===== src/rtl/dm_arb_pkg.sv =====
// dm_arb_pkg: shared FSM state and owner encodings for the data-memory arbiter
package dm_arb_pkg;

    typedef enum logic [1:0] {
        IDLE = 2'd0,
        BUSY = 2'd1,
        DONE = 2'd2
    } state_t;

    localparam logic OWN_CPU = 1'b0;
    localparam logic OWN_DBG = 1'b1;

endpackage


===== src/rtl/dm_arbiter_rr_pick2.sv =====
// rr_pick2: combinational two-way round-robin pick between the CPU and debug requesters
//   cpu_req, dbg_req : pending requests
//   last_owner       : requester served most recently (loses a tie)
//   grant_valid      : at least one request pending
//   grant_owner      : OWN_CPU or OWN_DBG
module rr_pick2
    import dm_arb_pkg::*;
(
    input  logic cpu_req,
    input  logic dbg_req,
    input  logic last_owner,
    output logic grant_valid,
    output logic grant_owner
);

    always_comb begin
        grant_valid = cpu_req | dbg_req;
        grant_owner = (cpu_req & dbg_req) ? ~last_owner : (dbg_req ? OWN_DBG : OWN_CPU);
    end

endmodule


===== src/rtl/dm_arbiter.sv =====
// dm_arbiter: shares a single-port data memory between the MEM stage and a debug port
//   cpu_req/we/addr/wdata -> cpu_rdata, cpu_ack, cpu_stall : pipeline MEM-stage requester
//   dbg_req/we/addr/wdata -> dbg_rdata, dbg_ack            : debug/loader requester
//   mem_addr, mem_wdata, mem_we <- mem_rdata                : DM port (read is combinational)
//   Each access holds DM for MEM_LAT cycles, then acks for one cycle.
module dm_arbiter
    import dm_arb_pkg::*;
#(
    parameter int ADDR_W  = 32,
    parameter int DATA_W  = 32,
    parameter int MEM_LAT = 2
) (
    input  logic              clk,
    input  logic              rst,
    input  logic              cpu_req,
    input  logic              cpu_we,
    input  logic [ADDR_W-1:0] cpu_addr,
    input  logic [DATA_W-1:0] cpu_wdata,
    output logic [DATA_W-1:0] cpu_rdata,
    output logic              cpu_ack,
    output logic              cpu_stall,
    input  logic              dbg_req,
    input  logic              dbg_we,
    input  logic [ADDR_W-1:0] dbg_addr,
    input  logic [DATA_W-1:0] dbg_wdata,
    output logic [DATA_W-1:0] dbg_rdata,
    output logic              dbg_ack,
    output logic [ADDR_W-1:0] mem_addr,
    output logic [DATA_W-1:0] mem_wdata,
    output logic              mem_we,
    input  logic [DATA_W-1:0] mem_rdata
);

    state_t            state, state_n;
    logic [3:0]        cnt;
    logic              owner, last_owner, lat_we;
    logic [ADDR_W-1:0] lat_addr;
    logic [DATA_W-1:0] lat_wdata;
    logic              grant_valid, grant_owner, last_beat;

    rr_pick2 u_pick (
        .cpu_req    (cpu_req),
        .dbg_req    (dbg_req),
        .last_owner (last_owner),
        .grant_valid(grant_valid),
        .grant_owner(grant_owner)
    );

    assign last_beat = cnt == 4'(MEM_LAT - 1);

    always_ff @(posedge clk) begin
        if (rst) state <= IDLE;
        else     state <= state_n;
    end

    always_comb begin
        state_n   = state == IDLE ? (grant_valid ? BUSY : IDLE)
                  : state == BUSY ? (last_beat ? DONE : BUSY)
                  : IDLE;
        // the write strobe only on the first busy beat so each write lands once
        mem_we    = (state == BUSY) & lat_we & (cnt == 4'd0);
        cpu_ack   = (state == DONE) & (owner == OWN_CPU);
        dbg_ack   = (state == DONE) & (owner == OWN_DBG);
        mem_addr  = lat_addr;
        mem_wdata = lat_wdata;
    end

    assign cpu_stall = cpu_req & ~cpu_ack;

    always_ff @(posedge clk) begin
        if (rst) begin
            cnt        <= 4'd0;
            owner      <= OWN_CPU;
            last_owner <= OWN_DBG;
            lat_we     <= 1'b0;
            lat_addr   <= '0;
            lat_wdata  <= '0;
            cpu_rdata  <= '0;
            dbg_rdata  <= '0;
        end else begin
            if (state == IDLE && grant_valid) begin
                owner     <= grant_owner;
                lat_we    <= grant_owner ? dbg_we : cpu_we;
                lat_addr  <= grant_owner ? dbg_addr : cpu_addr;
                lat_wdata <= grant_owner ? dbg_wdata : cpu_wdata;
                cnt       <= 4'd0;
            end
            if (state == BUSY) begin
                cnt <= cnt + 4'd1;
                if (last_beat && !lat_we) begin
                    if (owner == OWN_DBG) dbg_rdata <= mem_rdata;
                    else                  cpu_rdata <= mem_rdata;
                end
            end
            if (state == DONE) last_owner <= owner;
        end
    end

endmodule


===== config.mk =====
export PLATFORM = sky130hd
export DESIGN_NAME = dm_arbiter
export DESIGN_NICKNAME = d
export VERILOG_FILES = /design/src/rtl/dm_arb_pkg.sv /design/src/rtl/dm_arbiter_rr_pick2.sv /design/src/rtl/dm_arbiter.sv
export SDC_FILE = /design/constraint.sdc
export NUM_CORES = 1
export LEC_CHECK = 0
export BUFFER_PORTS_ARGS = -buffer_cell sky130_fd_sc_hd__clkbuf_2
export CORE_ASPECT_RATIO = 0.5
export CORE_MARGIN = 5
export CORE_UTILIZATION = 46
export CTS_CLUSTER_SIZE = 16
export DETAILED_ROUTE_END_ITERATION = 8
export GPL_ROUTABILITY_DRIVEN = 0
export PLACE_DENSITY = 0.8
export RECOVER_POWER = 25
export SLEW_MARGIN = 10
export SYNTH_ARGS = -nofsm -noshare
export SYNTH_HDL_FRONTEND = slang
export SYNTH_SLANG_ARGS = --single-unit

===== constraint.sdc =====
create_clock -name clk -period 1.57 [get_ports clk]
set_input_delay 0.157 -clock clk [delete_from_list [all_inputs] [get_ports clk]]
set_output_delay 0.157 -clock clk [all_outputs]
set_load 0.03 [all_outputs]

## Word level (Yosys, flattened, before mapping)

Cells that the tools add are included.

- Output and inout bits: 132
- Logic and storage cells: 42
- Flip-flop bits (word level): 137

- Equal/unequal tests: 3
- Muxes and demuxes: 11
- Reductions and logical operators: 8
- Add/sub/neg operators: 1
- Bitwise gates (word level): 10

Operator list:

| kind | number |
|---|---|
| 32-bit 2-to-1 mux | 2 |
| 4-bit 2-to-1 mux | 2 |
| 1-bit AND | 6 |
| 2-bit 2-to-1 mux | 3 |
| 3-bit AND reduction | 2 |
| 4-bit by 1-bit adder with 4-bit output, second input constant | 1 |
| 4-bit by 1-bit == test with 1-bit output, second input constant | 1 |
| 4-bit zero test | 1 |
| 1-bit 2-to-1 mux | 4 |
| 1-bit inverter | 3 |
| 2-bit by 1-bit == test with 1-bit output, second input constant | 1 |
| 2-bit == test, second input constant | 1 |
| 1-bit logical AND | 2 |
| 2-bit zero test | 1 |
| 2-bit nonzero test | 1 |
| 1-bit zero test | 1 |
| 1-bit OR | 1 |

## Logic depth before layout (Yosys ltp)

- Word-level depth: 4
- Depth in mapped cells: 6
- Gate-level depth less buffers: 4

## Hierarchy

Synthesis repeated with hierarchy kept, for this count alone.

- Cells, all modules: 584
- Area, all modules: 5885.6 um^2

By module, submodules not included:

| module | area each (um^2) | cells each | times used |
|---|---|---|---|
| dm_arbiter | 5871.9 | 582 | 1 |
| rr_pick2 | 13.8 | 2 | 1 |

## Worst setup path before layout

No wires, ideal clock.

- Path type: register -> register
- Start: register cnt[3]
- End: register dbg_rdata[10]
- Period minus slack after synthesis: 1.422 ns
- Data arrival time: 1.350 ns
- Required time: 1.498 ns
- Path slack: 0.148 ns
- Stages on the path, launching flop included: 6
- Path through: dfxtp_1 > nor4b_4 > and4b_1 > buf_6 > buf_12 > mux2i_1

- Cells in the longest elaborated chain, start to end: 3

Ends and longest elaborated chain:

| item | RTL line | RTL |
|---|---|---|
| start: declaration | dm_arbiter.sv:35 | `logic [3:0] cnt;` |
| start signal: assignment | dm_arbiter.sv:89 | `cnt <= cnt + 4'd1;` |
| 4-bit by 1-bit == test with 1-bit output | dm_arbiter.sv:49 | `assign last_beat = cnt == 4'(MEM_LAT - 1);` |
| 1-bit logical AND | dm_arbiter.sv:90 | `if (last_beat && !lat_we) begin` |
| 3-bit AND reduction (no source line) | - |  |
| end signal: assignment | dm_arbiter.sv:91 | `if (owner == OWN_DBG) dbg_rdata <= mem_rdata;` |
| end: declaration | dm_arbiter.sv:26 | `output logic [DATA_W-1:0] dbg_rdata,` |

Every way passes these cells.
A chain may end at the register's enable or synchronous reset.

## Worst setup path after layout

- Start: register state[1]
- End: output mem_we

- Cells in the longest elaborated chain, start to end: 3

Ends and longest elaborated chain:

| item | RTL line | RTL |
|---|---|---|
| start: declaration | dm_arbiter.sv:34 | `state_t state, state_n;` |
| start signal: assignment | dm_arbiter.sv:53 | `else state <= state_n;` |
| 2-bit by 1-bit == test with 1-bit output | dm_arbiter.sv:61 | `mem_we = (state == BUSY) & lat_we & (cnt == 4'd0);` |
| 1-bit AND (2 in a row) | dm_arbiter.sv:61 |  |
| end: declaration | dm_arbiter.sv:30 | `output logic mem_we,` |

Every way passes these cells.

==> flow_metrics.env <==
export IMPL_grt_max_degree=43
export IMPL_grt_pass1_vias=6804
export IMPL_hold_viol_final=0
export IMPL_ioPinCount=298
export IMPL_ys_ff_latch=137
export IMPL_critPathMaxStageDelay_ps=340
export IMPL_mostFrequentLayoutCell="clkbuf_2"
export IMPL_dieArea_mm2=0.01560
export IMPL_final_cell_mix="233 x clkbuf_2, 133 x dfxtp_1, 131 x nand2_1, 103 x dlygate4sd3_1, 98 x nand2b_1"
export IMPL_drive_gt1_share_pct=29.71
export IMPL_cts_tree="yes"
export IMPL_setup_violations=20
export IMPL_drt_iter0_markers=504
export IMPL_worstSetupStartpointType="register"
export IMPL_timing_final_crit_share_pct=107.2
export IMPL_worst_pin_slew_ps=434.1
export IMPL_synth_top_area_share_pct=45.60
export IMPL_numCtsBuffers=17
export IMPL_p_leak_uw=0.004250
export IMPL_core_mm2=0.01274
export IMPL_synth_edf_count=0
export IMPL_nets=1223
export IMPL_critPathRequiredTime_ps=1410
export IMPL_cts_sinks=137
export IMPL_io_buffers=297
export IMPL_crit_chain="nor4b_4 > buf_4 > and3_4 > buf_8"
export IMPL_fin_crit_ps=1683
export IMPL_synthCells=666
export IMPL_vias_per_cell=5.424
export IMPL_initial_core_util_pct=47.22
export IMPL_final_core_util_pct=74.00
export IMPL_syn_to_final_growth_pct=56.69
export IMPL_ir_drop_mv=0.6258
export IMPL_drc_errors=0
export IMPL_async_flop_share_pct=0
export IMPL_synth_seq_area_share_pct=45.60
export IMPL_die_y_um=90.86
export IMPL_dpl_instance_area_mm2=0.007766
export IMPL_grt_setup_unrepaired="yes"
export IMPL_cts_buffer_depth=2
export IMPL_grt_ovfl_total=0
export IMPL_drt_total_wl_um=22370
export IMPL_syn_nets=835
export IMPL_relSlewSlack_pct=71.18
export IMPL_yosysUniqueCellTypes=37
export IMPL_outcome="complete, but fails checks"
export IMPL_avgSynthCellArea_um2=9.031
export IMPL_p_per_area_mw_per_mm2=1062
export IMPL_drv_cap=0
export IMPL_cts_clk_slew_worst_paths_ps=60
export IMPL_row_count=29
export IMPL_timing_fmax_mhz=594.0
export IMPL_post_route_worst_setup_slack_ps=-113.4
export IMPL_ant_nets=0
export IMPL_violations="negative setup slack"
export IMPL_grt_use_total_pct=27.23
export IMPL_htreeDepth=4
export IMPL_endpoint_kind="output port"
export IMPL_clock_latency_ps=410
export IMPL_cp_slowest_cell="dfxtp_2"
export IMPL_power_uw=10010
export IMPL_fin_cells=1240
export IMPL_grt_pass1_wl_um=34690
export IMPL_die_x_um=171.7
export IMPL_fin_area_mm2=0.009424
export IMPL_hpwl_um=12780
export IMPL_synth_largest_area_cell="dfxtp_1"
export IMPL_dp_slack_ps=18.47
export IMPL_syn_area_mm2=0.006015
export IMPL_ys_warn_count=0
export IMPL_first_pass_iters=5
export IMPL_antenna_found_initial=2
export IMPL_wl_per_cell_um=18.04
export IMPL_slew_violations=0
export IMPL_crit_fanout=3
export IMPL_dp_cells=1095
export IMPL_crit_arrival_ps=1530
export IMPL_synthFlopType="dfxtp_1"
export IMPL_vias=6726
export IMPL_hp_class="input pin to register"
export IMPL_finClkSkew_ps=16.63
export IMPL_cts_root_buf="clkbuf_16"
export IMPL_path_class="register to output port"
export IMPL_synthTopCellsByArea="dfxtp_1 46%, mux2i_1 11%, nand2b_1 10%"
## through the flow
stage | TNS, ps | hold WS, ps
CTS | -554.3 | 0.2235
global placement | 0 | 404.9
finish | -734.4 | 12.34
global route | -2454 | 2.109
floorplan | 0 | 316.9
detailed placement | 0 | 411.8
## worst paths after layout
kind | from | end | slack [ps] | cells after the start
worst max-delay path | state[1]$_SDFF_PP0_ | mem_we | -110 | 4
worst min-delay path | dbg_addr[0] | mem_addr[0]$_SDFFE_PP0P_ | 10 | 3
worst max register to register | state[1]$_SDFF_PP0_ | dbg_rdata[18]$_SDFFE_PP0P_ | -110 | 5
worst min register to register | dbg_rdata[5]$_SDFFE_PP0P_ | dbg_rdata[5]$_SDFFE_PP0P_ | 480 | 2
## logic make-up (layout without fill, tap and decap cells)
group                    after synthesis  in the layout  share of synthesized area, %
AND/OR/NAND/NOR                      256            256                         21.24
AO/OA/AOI/OAI                        141            141                         16.27
flip-flops                           137            137                         45.60
multiplexers                          64             64                         10.65
buffers and inverters                 64            465                         5.471
adder cells (fa/ha/maj)                3              3                        0.6242
XOR/XNOR                               1              1                        0.1456
other                                  0              3                             0
## power breakdown
| part | internal, uW | switching (uW) | leakage (uW) |
|---|---|---|---|
| Sequential | 3720 | 154 | 0.00112 |
| Combinational | 905 | 1350 | 0.00285 |
| Clock | 2120 | 1760 | 0.000274 |
| Total | 6740 | 3260 | 0.00425 |
## registers in the layout, summed over array words and instances, names as in the netlist
register,cells
cpu_rdata,32
dbg_rdata,32
mem_addr,32
mem_wdata,32
cnt,4
state,2
last_owner,1
lat_we,1
owner,1
## routing by layer
metal	track usage (%)	vias up	wire, um
li1	-	3112	-
met1	31.27	3109	8474
met2	46.32	407	11020
met3	7.433	98	1874
met4	13.97	0	1007
met5	0	-	0
## cell type report
type | count | area (um2)
Fill cell | 857 | 3312
Multi-Input combinational cell | 465 | 2987
Timing Repair Buffer | 430 | 2885
Sequential cell | 137 | 2750
Clock buffer | 17 | 425.4
Tap cell | 170 | 212.7
Clock inverter | 15 | 145.1
Inverter | 3 | 11.26
Antenna cell | 3 | 7.507
## cells in the mapped netlist (3+ instances only)
master    instances
dfxtp_1         137
nand2_1         131
nand2b_1         99
a21oi_1          68
a311oi_1         65
mux2i_1          64
buf_2            27
clkbuf_1         24
nor2_1            9
buf_4             4
buf_1             3
ha_1              3
inv_1             3
## what timing repair did
action / CTS / global route
hold buffers: 103 / 0
setup endpoints to repair: 9 / 26
buffers inserted: 2 / 3
gates resized for setup: 13 / 8
cloned: 1 / 1
pin swaps: 2 / 2
hold endpoints to repair: 62 / 0
## worst max-delay path, delay by kind of cell (launching register included)
family / cells / cell delay, ps
and+or+nand+nor: 2 / 490
DFF: 1 / 340
buffers and inverters: 2 / 290
Power figures use the tool's default switching activity.
